### src/rtl/seven_segment_pkg.sv
// seven_segment_pkg: segment pattern constants, FSM state type and pattern-to-digit lookup
package seven_segment_pkg;
    localparam logic [6:0] SEG_0     = 7'h7E;
    localparam logic [6:0] SEG_1     = 7'h30;
    localparam logic [6:0] SEG_2     = 7'h6D;
    localparam logic [6:0] SEG_3     = 7'h79;
    localparam logic [6:0] SEG_4     = 7'h33;
    localparam logic [6:0] SEG_5     = 7'h5B;
    localparam logic [6:0] SEG_6     = 7'h5F;
    localparam logic [6:0] SEG_7     = 7'h70;
    localparam logic [6:0] SEG_8     = 7'h7F;
    localparam logic [6:0] SEG_9     = 7'h7B;
    localparam logic [6:0] SEG_A     = 7'h77;
    localparam logic [6:0] SEG_B     = 7'h1F;
    localparam logic [6:0] SEG_C     = 7'h4E;
    localparam logic [6:0] SEG_D     = 7'h3D;
    localparam logic [6:0] SEG_E     = 7'h4F;
    localparam logic [6:0] SEG_F     = 7'h47;
    localparam logic [6:0] SEG_BLANK = 7'h00;

    typedef enum logic {ST_SETTLE, ST_LOCKED} state_e;

    // Returns {legal, digit}; any pattern outside the table (blank included) is illegal.
    function automatic logic [4:0] seg_to_digit(input logic [6:0] seg);
        case (seg)
            SEG_0:   return 5'h10;
            SEG_1:   return 5'h11;
            SEG_2:   return 5'h12;
            SEG_3:   return 5'h13;
            SEG_4:   return 5'h14;
            SEG_5:   return 5'h15;
            SEG_6:   return 5'h16;
            SEG_7:   return 5'h17;
            SEG_8:   return 5'h18;
            SEG_9:   return 5'h19;
            SEG_A:   return 5'h1A;
            SEG_B:   return 5'h1B;
            SEG_C:   return 5'h1C;
            SEG_D:   return 5'h1D;
            SEG_E:   return 5'h1E;
            SEG_F:   return 5'h1F;
            default: return 5'h00;
        endcase
    endfunction
endpackage

### src/rtl/seg_sync.sv
// seg_sync: 2-flop synchronizer for the 7 asynchronous segment lines
module seg_sync (
    input  logic       i_clk,
    input  logic       i_rst_n,
    input  logic [6:0] i_d,
    output logic [6:0] o_q
);
    logic [6:0] meta_q;
    logic [6:0] sync_q;

    // Two-stage capture chain to resolve metastability
    always_ff @(posedge i_clk or negedge i_rst_n) begin
        if (!i_rst_n) begin
            meta_q <= '0;
            sync_q <= '0;
        end else begin
            meta_q <= i_d;
            sync_q <= meta_q;
        end
    end

    assign o_q = sync_q;
endmodule

### src/rtl/seven_segment_decoder.sv
// seven_segment_decoder: debounced 7-segment pattern to hex digit decoder.
// Build option SEG_ACTIVE_LOW_EN inverts the segment lines (common-anode displays).
module seven_segment_decoder #(
    parameter int unsigned STABLE_CYCLES = 4
) (
    input  logic       i_clk,
    input  logic       i_rst_n,
    input  logic       i_segment_a,
    input  logic       i_segment_b,
    input  logic       i_segment_c,
    input  logic       i_segment_d,
    input  logic       i_segment_e,
    input  logic       i_segment_f,
    input  logic       i_segment_g,
    output logic [3:0] o_binary_num,
    output logic       o_valid,
    output logic       o_error,
    output logic       o_update
);
    import seven_segment_pkg::*;

    logic [6:0] seg_raw;
    logic [6:0] seg_in;
    logic [6:0] seg_s;
    logic [6:0] prev_q;
    state_e     state_q, state_d;
    logic [7:0] cnt_q, cnt_d;
    logic [3:0] num_q, num_d;
    logic       valid_q, valid_d;
    logic       error_q, error_d;
    logic       update_q, update_d;
    logic [4:0] dec;
    logic       stable;
    logic       lock;

    assign seg_raw = {i_segment_a, i_segment_b, i_segment_c, i_segment_d,
                      i_segment_e, i_segment_f, i_segment_g};

`ifdef SEG_ACTIVE_LOW_EN
    assign seg_in = ~seg_raw;
`else
    assign seg_in = seg_raw;
`endif

    seg_sync u_sync (
        .i_clk  (i_clk),
        .i_rst_n(i_rst_n),
        .i_d    (seg_in),
        .o_q    (seg_s)
    );

    // Lock fires on the edge where the stability count steps up to STABLE_CYCLES,
    // which gives STABLE_CYCLES+3 edges from an input change to new outputs.
    always_comb begin
        dec    = seg_to_digit(seg_s);
        stable = (seg_s == prev_q);
        lock   = (state_q == ST_SETTLE) && stable && (cnt_q == 8'(STABLE_CYCLES - 1));
    end

    // Next-state, stability counter and output update logic
    always_comb begin
        state_d  = state_q;
        cnt_d    = cnt_q;
        num_d    = num_q;
        valid_d  = valid_q;
        error_d  = error_q;
        update_d = 1'b0;
        if (!stable) begin
            state_d = ST_SETTLE;
            cnt_d   = 8'd0;
        end else if (lock) begin
            state_d  = ST_LOCKED;
            cnt_d    = (cnt_q == 8'hFF) ? cnt_q : cnt_q + 8'd1;
            num_d    = dec[4] ? dec[3:0] : num_q;
            valid_d  = dec[4];
            error_d  = !dec[4];
            update_d = (num_d != num_q) || (valid_d != valid_q);
        end else if (state_q == ST_SETTLE) begin
            cnt_d = (cnt_q == 8'hFF) ? cnt_q : cnt_q + 8'd1;
        end
    end

    // State and output registers
    always_ff @(posedge i_clk or negedge i_rst_n) begin
        if (!i_rst_n) begin
            prev_q   <= '0;
            state_q  <= ST_SETTLE;
            cnt_q    <= '0;
            num_q    <= '0;
            valid_q  <= 1'b0;
            error_q  <= 1'b0;
            update_q <= 1'b0;
        end else begin
            prev_q   <= seg_s;
            state_q  <= state_d;
            cnt_q    <= cnt_d;
            num_q    <= num_d;
            valid_q  <= valid_d;
            error_q  <= error_d;
            update_q <= update_d;
        end
    end

    assign o_binary_num = num_q;
    assign o_valid      = valid_q;
    assign o_error      = error_q;
    assign o_update     = update_q;
endmodule

### config.mk
export PLATFORM = sky130hd
export DESIGN_NAME = seven_segment_decoder
export DESIGN_NICKNAME = d
export VERILOG_FILES = /design/src/rtl/seven_segment_pkg.sv /design/src/rtl/seg_sync.sv /design/src/rtl/seven_segment_decoder.sv
export SDC_FILE = /design/constraint.sdc
export NUM_CORES = 1
export LEC_CHECK = 0
export CORE_MARGIN = 2
export CORE_UTILIZATION = 55
export DETAILED_ROUTE_END_ITERATION = 10
export PLACE_DENSITY = 0.83
export SYNTH_ARGS = -nofsm -noshare
export SYNTH_HDL_FRONTEND = slang
export SYNTH_SLANG_ARGS = --single-unit
### constraint.sdc
create_clock -name i_clk -period 5.4 [get_ports i_clk]
set_clock_uncertainty 0.1 [all_clocks]
set_input_delay 1.08 -clock i_clk [delete_from_list [all_inputs] [get_ports i_clk]]
set_output_delay 1.08 -clock i_clk [all_outputs]
set_load 0.05 [all_outputs]
==> summary.md <==
| Metric | Value |
|---|---|
| Outcome | finished clean |
| Worst r2r path cells | 6 |
| Worst Tran Pin Value | 517 ps |
| Reg-to-reg endpoint | o_binary_num[0] |
| Area contributors post-synth | sky130_fd_sc_hd__dfrtp_1 (53%), sky130_fd_sc_hd__xor2_1 (3.5%), sky130_fd_sc_hd__o21ai_1 (2.0%) |
| Crit path buf inv count | 1 |
| Combined global-route utilization of all metal layers | 20.7% |
| Slack of the worst reg-to-reg path | 3100 ps |
| Ranking of synthesized cells by instance count | sky130_fd_sc_hd__dfrtp_1 (37), sky130_fd_sc_hd__nand2_1 (8), sky130_fd_sc_hd__nor2_1 (8) |
| Share of power burned in the clock network | 31.0% |
| Placeable core region | ~3100 um2 |
| Clock H-tree levels | 2 |
| Wire length reported by the detailed router | roughly 3200 um |
| Synthesized netlist cell count | 154 |
| Leak Pwr | just under 0.8 nW |
| Root Buffer | sky130_fd_sc_hd__clkbuf_4 |
| Final critical-path required period | 2770 ps |
| Ratio of final minimum period to clock period | 51.3% |
| Number of placement rows | 20 |
| Share of final-layout standard cells stronger than drive strength 1 | 10.7% |
| Initial standard-cell utilization of the core | 57.4% |
| Setup Viol. Count Final | 0 |
| Pint | ~0.00036 W |
| Via count of the first global-routing pass | 1161 |
| Most frequent cell after synthesis | sky130_fd_sc_hd__dfrtp_1 |
| Maximum buffer depth of the clock tree | 2 |
| Power density relative to cell area | 243 nW/um2 |
| Initial antenna violation count | 0 |
| Worst min-delay path category | register to register |
| Peak per-stage delay on the critical path | 830 ps |
| Total count of max-transition violations in the final report | 0 |
| Fmax | 0.361 GHz |
| Area grow syn2layout | 12.6% |
| Switching power of the nets | 0.000117 W |
| Launch instance of the worst min-delay path | u_sync.meta_q[5] |
| Post-Syn Area per Cell | 11.4 um2 |
| Via count | 1199 |
| Netlist area before placement | 1750 um2 |
| Number of nets at the end of the flow | approximately 180 |
| Drt first pass iters | 4 |
| Number of stages on the worst hold path | 0 |
| Number of synthesized flops with an enable pin | 0 |
| Width of the chip | 60.5 um |
| Clock sink total | 37 |
| Placed wire-length estimate | 2120 um |
| Number of nets with antenna violations after routing | 0 |
| Reg-to-reg critical path startpoint | u_sync.o_q[3] |
| Worst-case hold slack | 257 ps |
| Total die area | 3650 um2 |
| Number of hold violations in the final report | 0 |
| Number of distinct standard cells referenced by the synthesized netlist | 52 |
| Flip-flop and latch count after synthesis | 37 |
| Detail-routed via count per cell | 5.63 |
| RSZ-0062 raised after global routing | false |
| IO Port Bufs | 15 |
| Data required time at the worst endpoint | 4220 ps |
| Total instance count after detailed placement | 206 |
| Destination of the worst hold path | u_sync.o_q[5] |
| Sequential share of the synthesized area | a little over half |
| DR WL/cell | 14.8 um |
| Worst setup startpoint | o_valid |
| DRC violations left | 0 |
| Top fanout value on the critical path | 6 |
| Tightest slew margin relative to the limit | 65.4% |
| Number of nets in the synthesized netlist | 164 |
| Setup TNS Final | 0 ps |
| Antenna Diode Count | 0 |
| Sequential group share of total power | 61.9% |
| Top-Level Pins | 16 |
| Violation count after the first detailed-route iteration | 125 |
| Switching part of the total | 24.4% |
| Combinational share of power | around 7.1% |
| Worst Path Class, Setup | register to primary output |
| Kind of end point of the critical path | primary output |
| Clock-pin slew reported for the worst setup and hold paths after clock tree synthesis | 100 ps |
| Global-route wire length before repair | 5460 um |
| Data arrival time of the critical path | 1590 ps |
| Startpoint class of the critical path | register |
| Number of buffers inserted by post-CTS setup repair | 0 |
| Flip-flop cell with the highest count after synthesis | sky130_fd_sc_hd__dfrtp_1 |
| Hold-fix buffers, CTS | 0 |
| Remaining Overflow, GRT | 0 |
| Peak ir drop on the vdd network | 0.180 mV |
| Proportion of register bits with asynchronous set or reset after synthesis | 100% |
| Reported max-cap violation count | 0 |
| Top cell type by total area after synthesis | sky130_fd_sc_hd__dfrtp_1 |
| Sequence of cells on the critical path | clkdlybuf4s50_1 |
| PostCTS Resize Cnt | 0 |
| TritonCTS clock tree | yes |
| Gpl congestion | 0.833 |
| Die height | 60.5 um |
| Pin count of the biggest net entering global routing | 38 |
| CP max-delay cell | sky130_fd_sc_hd__clkdlybuf4s50_1 |
| Gate family responsible for the most delay along the worst path | buffers and inverters |
| Post-route insts no fill | 213 |
| TritonCTS buffer count | 5 |
| Insertion delay to the later sink of the worst-skew pair | ~340 ps |
| Total of warnings raised by yosys | 0 |
| Post-synth top area share | 52.8% |
==> per-layer routing <==
metal,part of all wire (%),vias to the layer above,wire (um),global-route usage [%]
met5,0,-,0,0
li1,-,581,-,-
met1,44,591,1400,27.0
met2,51,24,1620,33.4
met3,3.7,3,118,6.40
met4,0.38,0,12,6.83
==> cell families after synthesis <==
kind of cell	after synthesis	share of synthesized area (%)
AOI/OAI and AO/OA	35	13.6
xor gates and xnor gates	13	7.35
adders and majority gates	1	0.714
buffers and inverters	13	3.93
DFF	37	52.8
muxes	3	1.78
and+or+nand+nor	52	19.8
==> power groups by stage <==
stage          combinational [W]  clock [W]  sequential (W)
4_1_cts                0.0000346   0.000154        0.000297
6_report               0.0000340   0.000149        0.000297
5_1_grt                0.0000378   0.000167        0.000299
3_5_place_dp           0.0000344          0        0.000302
3_3_place_gp           0.0000331          0        0.000301
2_1_floorplan          0.0000288          0        0.000294
==> layout by cell type (no fill, tap or decap), types with 2 or more instances in the layout <==
cell	count
sky130_fd_sc_hd__xnor2_1	4
sky130_fd_sc_hd__o31ai_1	2
sky130_fd_sc_hd__nand3_1	4
sky130_fd_sc_hd__nor2_1	8
sky130_fd_sc_hd__nand3b_1	2
sky130_fd_sc_hd__nand2b_1	4
sky130_fd_sc_hd__nor4_1	2
sky130_fd_sc_hd__nand2_1	8
sky130_fd_sc_hd__o21ai_0	4
sky130_fd_sc_hd__or3_1	4
sky130_fd_sc_hd__o21ai_1	7
sky130_fd_sc_hd__clkbuf_4	5
sky130_fd_sc_hd__a31oi_1	2
sky130_fd_sc_hd__a21oi_1	6
sky130_fd_sc_hd__nand4b_1	3
sky130_fd_sc_hd__inv_1	5
sky130_fd_sc_hd__clkdlybuf4s50_1	15
sky130_fd_sc_hd__nand4_1	3
sky130_fd_sc_hd__o22ai_1	3
sky130_fd_sc_hd__mux2i_1	2
sky130_fd_sc_hd__xor2_1	7
sky130_fd_sc_hd__dfrtp_1	37
sky130_fd_sc_hd__and3_1	2
==> worst max-delay path by stage <==
stage               slack, ps         endpoint  depth (start not counted)
CTS                      2610  o_binary_num[0]                          1
global placement         3020          o_valid                          1
floorplan                3440          o_valid                          6
finish                   2630          o_valid                          1
detailed placement       3010          o_valid                          1
global route             2550          o_valid                          1
==> stage by stage <==
stage | worst slack [ps] | cell area (um2) | utilization, % | power, W
3_5_place_dp | 3010 | 1920 | 62.7 | 0.000337
6_report | 2630 | 1970 | 64.7 | 0.000479
5_1_grt | 2550 | 1970 | 64.7 | 0.000503
4_1_cts | 2610 | 1970 | 64.7 | 0.000485
2_1_floorplan | 3440 | 1750 | - | 0.000323
3_3_place_gp | 3020 | 1920 | 62.7 | 0.000334
==> flip-flops by register name (all words and copies together) (netlist names) <==
| register | count |
|---|---|
| o_error | 1 |
| o_update | 1 |
| u_sync.o_q | 7 |
| o_valid | 1 |
| o_binary_num | 4 |
| u_sync.meta_q | 7 |
| state_q | 1 |
| prev_q | 7 |
| cnt_q | 8 |
==> area by class of cell <==
| class | count | area [um2] |
|---|---|---|
| Clock buffer | 6 | 51.3 |
| Clock inverter | 1 | 7.51 |
| Tap cell | 44 | 55.1 |
| Sequential cell | 37 | 926 |
| Timing Repair Buffer | 16 | 158 |
| Fill cell | 263 | 1080 |
| Inverter | 5 | 18.8 |
| Multi-Input combinational cell | 104 | 758 |
Note: power is estimated with default switching activity, not from simulation.
